$ cat src/rtl/lpif_pkg.sv
// Shared LPIF definitions: state_sts codes, stall FSM states, flit record.
// Imported by the gearbox top, its FIFO and interface.
package lpif_pkg;

  localparam logic [3:0] STS_RESET   = 4'h0;
  localparam logic [3:0] STS_ACTIVE  = 4'h1;
  localparam logic [3:0] STS_RETRAIN = 4'hB;

  localparam int FIFO_DEPTH = 4;

  typedef enum logic [1:0] {
    ST_RUN,
    ST_REQ,
    ST_STALLED,
    ST_RELEASE
  } stall_st_t;

  typedef struct packed {
    logic [7:0][7:0] data;
    logic [7:0]      valid;
    logic [7:0]      tlp_s;
    logic [7:0]      tlp_e;
    logic [7:0]      dllp_s;
    logic [7:0]      dllp_e;
  } flit_t;

  // Legal valid masks are a run of ones starting at lane 0.
  function automatic logic valid_contig(logic [7:0] v);
    return ((v & (v + 8'd1)) == 8'd0);
  endfunction

endpackage

$ cat src/rtl/lpif_tx_gearbox_if.sv
// LPIF transmit bundle: link-layer flit side, PHY stall/state side, framer side.
// master = link layer + framer environment, slave = gearbox.
interface lpif_tx_gearbox_if;

  logic [7:0][7:0] lp_data;
  logic [7:0]      lp_valid;
  logic            lp_irdy;
  logic            pl_trdy;
  logic [7:0]      lp_tlp_start;
  logic [7:0]      lp_tlp_end;
  logic [7:0]      lp_dllp_start;
  logic [7:0]      lp_dllp_end;
  logic [3:0]      pl_state_sts;
  logic            stall_in;
  logic            pl_stall_req;
  logic            lp_stall_ack;
  logic [31:0]     tx_data;
  logic [3:0]      tx_byte_valid;
  logic [3:0]      tx_tlp_start;
  logic [3:0]      tx_tlp_end;
  logic [3:0]      tx_dllp_start;
  logic [3:0]      tx_dllp_end;
  logic            tx_valid;
  logic            tx_ready;
  logic            err_marker;

  modport master (
    output lp_data, lp_valid, lp_irdy,
    output lp_tlp_start, lp_tlp_end,
    output lp_dllp_start, lp_dllp_end,
    output pl_state_sts, stall_in, lp_stall_ack,
    output tx_ready,
    input  pl_trdy, pl_stall_req, err_marker,
    input  tx_data, tx_byte_valid, tx_valid,
    input  tx_tlp_start, tx_tlp_end,
    input  tx_dllp_start, tx_dllp_end
  );

  modport slave (
    input  lp_data, lp_valid, lp_irdy,
    input  lp_tlp_start, lp_tlp_end,
    input  lp_dllp_start, lp_dllp_end,
    input  pl_state_sts, stall_in, lp_stall_ack,
    input  tx_ready,
    output pl_trdy, pl_stall_req, err_marker,
    output tx_data, tx_byte_valid, tx_valid,
    output tx_tlp_start, tx_tlp_end,
    output tx_dllp_start, tx_dllp_end
  );

endinterface

$ cat src/rtl/lpif_flit_fifo.sv
// FIFO_DEPTH-entry flit buffer; ports: clk, reset, push/din, pop/dout, full, empty.
// Caller never pushes while full.
module lpif_flit_fifo
  import lpif_pkg::*;
(
  input  logic  clk,
  input  logic  reset,
  input  logic  push,
  input  flit_t din,
  input  logic  pop,
  output flit_t dout,
  output logic  full,
  output logic  empty
);

  localparam int AW = $clog2(FIFO_DEPTH);

  flit_t         mem [FIFO_DEPTH];
  logic [AW-1:0] wp;
  logic [AW-1:0] rp;
  logic [AW:0]   cnt;

  assign full  = (cnt == (AW+1)'(FIFO_DEPTH));
  assign empty = (cnt == '0);
  assign dout  = mem[rp];

  always_ff @(posedge clk) begin
    if (reset) begin
      wp  <= '0;
      rp  <= '0;
      cnt <= '0;
    end else begin
      if (push) wp <= wp + AW'(1);
      if (pop)  rp <= rp + AW'(1);
      unique case ({push, pop})
        2'b10:   cnt <= cnt + (AW+1)'(1);
        2'b01:   cnt <= cnt - (AW+1)'(1);
        default: cnt <= cnt;
      endcase
    end
  end

  always_ff @(posedge clk) begin
    if (push) mem[wp] <= din;
  end

endmodule

$ cat src/rtl/lpif_tx_gearbox.sv
// LPIF transmit gearbox: 8-byte flits in, 4-byte half-flits out, with stall FSM.
// Ports: PCLK, reset (sync, active high), bus (lpif_tx_gearbox_if.slave).
module lpif_tx_gearbox
  import lpif_pkg::*;
(
  input logic               PCLK,
  input logic               reset,
  lpif_tx_gearbox_if.slave  bus
);

  flit_t     in_flit;
  flit_t     head;
  logic      full, empty;
  logic      trdy, acc, push, pop;
  stall_st_t st, st_nxt;
  logic      run_ok, stall_req;
  logic      hp, lo_nz, hi_nz, sel, xfer;
  logic      pkt_open, open_c, perr, err_q;

  assign in_flit = '{
    data:   bus.lp_data,
    valid:  bus.lp_valid,
    tlp_s:  bus.lp_tlp_start,
    tlp_e:  bus.lp_tlp_end,
    dllp_s: bus.lp_dllp_start,
    dllp_e: bus.lp_dllp_end
  };

  assign acc  = bus.lp_irdy & trdy;
  // Empty flits are acknowledged but never stored.
  assign push = acc & (|bus.lp_valid);

  lpif_flit_fifo u_fifo (
    .clk   (PCLK),
    .reset (reset),
    .push  (push),
    .din   (in_flit),
    .pop   (pop),
    .dout  (head),
    .full  (full),
    .empty (empty)
  );

  always_ff @(posedge PCLK) begin
    if (reset) st <= ST_RUN;
    else       st <= st_nxt;
  end

  always_comb begin
    st_nxt = st;
    unique case (st)
      ST_RUN:     if (bus.stall_in)      st_nxt = ST_REQ;
      ST_REQ:     if (bus.lp_stall_ack)  st_nxt = ST_STALLED;
      ST_STALLED: if (!bus.stall_in)     st_nxt = ST_RELEASE;
      ST_RELEASE: if (!bus.lp_stall_ack) st_nxt = ST_RUN;
      default:                           st_nxt = ST_RUN;
    endcase
  end

  // Acceptance closes in the same cycle the ack arrives in REQ.
  always_comb begin
    stall_req = (st == ST_REQ) | (st == ST_STALLED);
    run_ok    = (st == ST_RUN) |
                ((st == ST_REQ) & ~bus.lp_stall_ack);
  end

  assign trdy = ~reset & ~full & run_ok &
                (bus.pl_state_sts == STS_ACTIVE);
  assign bus.pl_trdy      = trdy;
  assign bus.pl_stall_req = stall_req;

  // Stored flits always have a non-empty half, so an empty low
  // half simply redirects the pointer to the high half.
  assign lo_nz = |head.valid[3:0];
  assign hi_nz = |head.valid[7:4];
  assign sel   = hp | ~lo_nz;
  assign xfer  = ~empty & bus.tx_ready;
  assign pop   = xfer & (sel | ~hi_nz);

  always_ff @(posedge PCLK) begin
    if (reset)     hp <= 1'b0;
    else if (xfer) hp <= ~pop;
  end

  always_comb begin
    bus.tx_valid      = ~empty;
    bus.tx_data       = '0;
    bus.tx_byte_valid = '0;
    bus.tx_tlp_start  = '0;
    bus.tx_tlp_end    = '0;
    bus.tx_dllp_start = '0;
    bus.tx_dllp_end   = '0;
    if (!empty) begin
      if (sel) begin
        bus.tx_data       = head.data[7:4];
        bus.tx_byte_valid = head.valid[7:4];
        bus.tx_tlp_start  = head.tlp_s[7:4];
        bus.tx_tlp_end    = head.tlp_e[7:4];
        bus.tx_dllp_start = head.dllp_s[7:4];
        bus.tx_dllp_end   = head.dllp_e[7:4];
      end else begin
        bus.tx_data       = head.data[3:0];
        bus.tx_byte_valid = head.valid[3:0];
        bus.tx_tlp_start  = head.tlp_s[3:0];
        bus.tx_tlp_end    = head.tlp_e[3:0];
        bus.tx_dllp_start = head.dllp_s[3:0];
        bus.tx_dllp_end   = head.dllp_e[3:0];
      end
    end
  end

  // Walk lanes in order; a start on a lane precedes its end.
  always_comb begin
    open_c = pkt_open;
    perr   = 1'b0;
    for (int i = 0; i < 8; i++) begin
      if (bus.lp_tlp_start[i] | bus.lp_dllp_start[i]) begin
        if (open_c) perr = 1'b1;
        open_c = 1'b1;
      end
      if (bus.lp_tlp_end[i] | bus.lp_dllp_end[i]) begin
        if (!open_c) perr = 1'b1;
        open_c = 1'b0;
      end
    end
  end

  always_ff @(posedge PCLK) begin
    if (reset) begin
      pkt_open <= 1'b0;
      err_q    <= 1'b0;
    end else begin
      err_q <= acc & (perr | ~valid_contig(bus.lp_valid));
      if (acc) pkt_open <= open_c;
    end
  end

  assign bus.err_marker = err_q;

endmodule

$ cat src/flat_wrapper.sv
// flat-port wrapper written by rule: the top's interface ports become plain ports
module lpif_tx_gearbox_flat import lpif_pkg::*;
  (PCLK, reset, bus_lp_data, bus_lp_valid, bus_lp_irdy, bus_lp_tlp_start, bus_lp_tlp_end, bus_lp_dllp_start, bus_lp_dllp_end, bus_pl_state_sts, bus_stall_in, bus_lp_stall_ack, bus_tx_ready, bus_pl_trdy, bus_pl_stall_req, bus_err_marker, bus_tx_data, bus_tx_byte_valid, bus_tx_valid, bus_tx_tlp_start, bus_tx_tlp_end, bus_tx_dllp_start, bus_tx_dllp_end);
  lpif_tx_gearbox_if bus_i ();
  input logic PCLK;
  input logic reset;
  input wire logic [$bits(bus_i.lp_data)-1:0] bus_lp_data;
  input wire logic [$bits(bus_i.lp_valid)-1:0] bus_lp_valid;
  input wire logic [$bits(bus_i.lp_irdy)-1:0] bus_lp_irdy;
  input wire logic [$bits(bus_i.lp_tlp_start)-1:0] bus_lp_tlp_start;
  input wire logic [$bits(bus_i.lp_tlp_end)-1:0] bus_lp_tlp_end;
  input wire logic [$bits(bus_i.lp_dllp_start)-1:0] bus_lp_dllp_start;
  input wire logic [$bits(bus_i.lp_dllp_end)-1:0] bus_lp_dllp_end;
  input wire logic [$bits(bus_i.pl_state_sts)-1:0] bus_pl_state_sts;
  input wire logic [$bits(bus_i.stall_in)-1:0] bus_stall_in;
  input wire logic [$bits(bus_i.lp_stall_ack)-1:0] bus_lp_stall_ack;
  input wire logic [$bits(bus_i.tx_ready)-1:0] bus_tx_ready;
  output wire logic [$bits(bus_i.pl_trdy)-1:0] bus_pl_trdy;
  output wire logic [$bits(bus_i.pl_stall_req)-1:0] bus_pl_stall_req;
  output wire logic [$bits(bus_i.err_marker)-1:0] bus_err_marker;
  output wire logic [$bits(bus_i.tx_data)-1:0] bus_tx_data;
  output wire logic [$bits(bus_i.tx_byte_valid)-1:0] bus_tx_byte_valid;
  output wire logic [$bits(bus_i.tx_valid)-1:0] bus_tx_valid;
  output wire logic [$bits(bus_i.tx_tlp_start)-1:0] bus_tx_tlp_start;
  output wire logic [$bits(bus_i.tx_tlp_end)-1:0] bus_tx_tlp_end;
  output wire logic [$bits(bus_i.tx_dllp_start)-1:0] bus_tx_dllp_start;
  output wire logic [$bits(bus_i.tx_dllp_end)-1:0] bus_tx_dllp_end;
  assign bus_i.lp_data = bus_lp_data;
  assign bus_i.lp_valid = bus_lp_valid;
  assign bus_i.lp_irdy = bus_lp_irdy;
  assign bus_i.lp_tlp_start = bus_lp_tlp_start;
  assign bus_i.lp_tlp_end = bus_lp_tlp_end;
  assign bus_i.lp_dllp_start = bus_lp_dllp_start;
  assign bus_i.lp_dllp_end = bus_lp_dllp_end;
  assign bus_i.pl_state_sts = bus_pl_state_sts;
  assign bus_i.stall_in = bus_stall_in;
  assign bus_i.lp_stall_ack = bus_lp_stall_ack;
  assign bus_i.tx_ready = bus_tx_ready;
  assign bus_pl_trdy = bus_i.pl_trdy;
  assign bus_pl_stall_req = bus_i.pl_stall_req;
  assign bus_err_marker = bus_i.err_marker;
  assign bus_tx_data = bus_i.tx_data;
  assign bus_tx_byte_valid = bus_i.tx_byte_valid;
  assign bus_tx_valid = bus_i.tx_valid;
  assign bus_tx_tlp_start = bus_i.tx_tlp_start;
  assign bus_tx_tlp_end = bus_i.tx_tlp_end;
  assign bus_tx_dllp_start = bus_i.tx_dllp_start;
  assign bus_tx_dllp_end = bus_i.tx_dllp_end;
  lpif_tx_gearbox u_core (.PCLK(PCLK), .reset(reset), .bus(bus_i));
endmodule
$ cat config.mk
export PLATFORM = sky130hd
export DESIGN_NAME = lpif_tx_gearbox_flat
export DESIGN_NICKNAME = d
export VERILOG_FILES = /design/src/rtl/lpif_pkg.sv /design/src/rtl/lpif_tx_gearbox_if.sv /design/src/rtl/lpif_flit_fifo.sv /design/src/rtl/lpif_tx_gearbox.sv /design/src/flat_wrapper.sv
export SDC_FILE = /design/constraint.sdc
export NUM_CORES = 1
export LEC_CHECK = 0
export BUFFER_PORTS_ARGS = -buffer_cell sky130_fd_sc_hd__buf_2
export CORE_MARGIN = 2
export CORE_UTILIZATION = 59
export DETAILED_ROUTE_END_ITERATION = 8
export PLACE_DENSITY = 0.8
export SKIP_LAST_GASP = 1
export SLEW_MARGIN = 20
export SYNTH_ARGS = -nofsm -noshare
export SYNTH_HDL_FRONTEND = slang
export SYNTH_SLANG_ARGS = --single-unit
$ cat constraint.sdc
create_clock -name PCLK -period 5.65 [get_ports PCLK]
set_input_delay 0 -clock PCLK [delete_from_list [all_inputs] [get_ports PCLK]]
set_output_delay 0 -clock PCLK [all_outputs]
set_load 0.005 [all_outputs]
==> impl_metrics.toml <==
[synthesis]
synthAdderAreaFrac = 0.0101
synth.avg_cell_area_sq_um = 19.6
muxShareOfSynthArea = 0.144
yosysUniqueCellTypes = 48
synth_flop_cell = "edfxtp_1"
synth_xor_xnor_area_share = 0.00260
synthesis.instances = 859
synth_seq_cells = 430
yosysSeqAreaShare = 0.759
synth-compound-area-share = 0.0298
synth_simple_gate_area_frac = 0.0400
syn-cell-area_sq_mm = 0.0168
synth_nets = 986
yosysWarnings = 0
async_flop_share = 0
synth_edf_count = 416
synth_top_family_by_area = "multiplexers"

[job]
cap_violations = 0

[grt]
grt_pass1_wl_um = 57500
grt_pass1_vias = 10000
grt_max_degree = 72
antenna_found_initial = 0
overflow = 0
grtUsageTotal = 0.254

[cts]
clock_sinks = 430
clockBufferDepth = 3
htreeDepth = 2
clk_latency_ns = 0.54
clk_pin_slew_ns = 0.06
numCtsBuffers = 42
root_buffer = "clkbuf_16"
cts_tree = "yes"

[cells_and_area]
fillCellCount = 1636
regArea_sq_mm = 0.0128
synthToLayoutAreaGrowth_pct = 22.1
final_net_count = 1284
num_antenna_cells = 0
layout_common_cells = "edfxtp_1, buf_2, dlygate4sd3_1, nand2_1, mux4_2"
drive_gt1_frac = 0.307
multi_input_area_sq_mm = 0.00383
final_common_cell = "edfxtp_1"

[critical_path]
cp-start-kind = "register"
rrSetupSlack_ns = 1.78
cp.required_ns = 5.65
critPathMaxStageDelay_ns = 0.84
endpoint_kind = "output port"
cp_slowest_cell = "or2_2"
critPathMaxFanout = 37
critPathKind = "reg -> out"
cp_cell_sequence = "mux4_2, nor4_2, or2_2, buf_4, nand2_1, a21oi_1, buf_2"
cp.arrival_ns = 4.01

[sta]
worstMarginPinSlew_ns = 1.09
fin_skew_ns = 0.0100
fin_crit_sh = 0.710
hold_viol_final = 0
fin_crit_ns = 4.01
slew_headroom = 0.273
drv_slew = 0
rsz0062_at_grt = "no"
setup_viol = 0
fin_ws_ns = 1.64
hold_slack_ns = 0.0213
fmax_ghz = 0.249
tns_ns = 0

[floorplan]
fp.dieW_um = 173
start_util = 0.603
io_pins = 170
die_area_sq_mm = 0.0299
core_sq_mm = 0.0279
rows = 61
die_h_um = 173

[status]
status = "finished, final reports clean"

[power]
power_density_mw_per_mm2 = 315
ir_worst_vdd_mv = 0.236
power_leakage_uw = 0.00697

[routing]
route.detailed.drc = 0
final_antenna_net_count = 0
vias = 9409
first_pass_iters = 5
wl_per_cell_um = 24.1
viasPerCell = 6.00
drtIter0Drc = 1004
routed_wl_um = 37800

[placed_design]
port_buffers = 169
pre_cts_ws_ns = 1.79
hpwlAfterDp_um = 20800
gp_congestion = 0.821

[hold_path]
hold_path_class = "in -> reg"
[cell families after synthesis]
kind of cell    count (synthesis)
compound gates                 84
xor+xnor                        5
fa+ha+maj                      13
buf+inv                        55
flops                         430
mux                           112
simple gates                  160
[worst paths after layout]
path	startpoint	end	depth (start not counted)
setup reg to reg	register	u_core.u_fifo.cnt[2]$_SDFFE_PP0P_	11
setup / recovery	register	bus_tx_data[29]	7
hold reg to reg	u_core.pkt_open$_SDFFE_PP0P_	u_core.pkt_open$_SDFFE_PP0P_	2
hold / removal	bus_lp_stall_ack	u_core.st[0]$_SDFFE_PP0P_	5
[routing by layer]
layer  routed length (um)  vias to the layer above  GRT usage
met5                    0                        -          0
met4                 1180                        0     0.0960
met3                 3100                       96     0.0466
met2                19000                      536      0.423
met1                14500                     4729      0.339
li1                     -                     4048          -
[timing repair]
| item | CTS | global route |
|---|---|---|
| setup buffers | 0 | 0 |
| endpoints found under the setup margin | 0 | 0 |
| gates resized for setup | 0 | 0 |
| endpoints found under the hold margin | 430 | 0 |
| hold buffers | 110 | 0 |
[registers in the layout, indices dropped and copies added (netlist names), named ones only]
| register | count |
|---|---|
| u_core.bus.err_marker | 1 |
| u_core.hp | 1 |
| u_core.pkt_open | 1 |
| u_core.st | 2 |
| u_core.u_fifo.cnt | 3 |
| u_core.u_fifo.mem | 416 |
| u_core.u_fifo.rp | 2 |
| u_core.u_fifo.wp | 2 |
[Yosys cell counts, drive strengths merged (5+ instances only)]
master | number | area, sq um
a21oi | 59 | 307
mux2i | 7 | 70.1
mux4 | 104 | 2340
buf | 20 | 123
nor3 | 6 | 30.0
clkbuf | 20 | 75.1
inv | 15 | 56.3
ha | 12 | 150
o21ai | 7 | 35.0
nor2 | 25 | 93.8
edfxtp | 416 | 12500
nand2 | 110 | 415
dfxtp | 14 | 280
or2 | 5 | 33.8
[cell type report]
| type | instances | area share |
|---|---|---|
| Clock buffer | 56 | 0.0552 |
| Clock inverter | 22 | 0.00980 |
| Inverter | 15 | 0.00274 |
| Multi-Input combinational cell | 374 | 0.187 |
| Sequential cell | 430 | 0.622 |
| Tap cell | 378 | 0.0230 |
| Timing Repair Buffer | 294 | 0.101 |
[power by group]
group	internal, uW	total [uW]	switching (uW)
Sequential	3510	3510	7.84
Combinational	127	265	138
Clock	1560	2700	1140
Total	5190	6480	1280
[stage by stage]
step | instance area [sq um] | total power [uW] | cells | utilization
final | 20600 | 6480 | 1569 | 0.736
after global routing | 20600 | 6640 | 1569 | 0.736
after CTS | 20500 | 6490 | 1568 | 0.735
after detailed placement | 18100 | 3770 | 1380 | 0.648
after global placement | 18100 | 3760 | 1380 | 0.648
after floorplan | 16800 | 3660 | 859 | -
[critical path, delay by kind of cell, from the launching register on]
kind | cells | cell delay, ns
AND/OR/NAND/NOR | 3 | 1.36
flip-flops | 1 | 0.75
multiplexers | 1 | 0.61
buffers and inverters | 2 | 0.55
AO/OA/AOI/OAI | 1 | 0.20
Note: power is estimated with default switching activity, not from simulation.
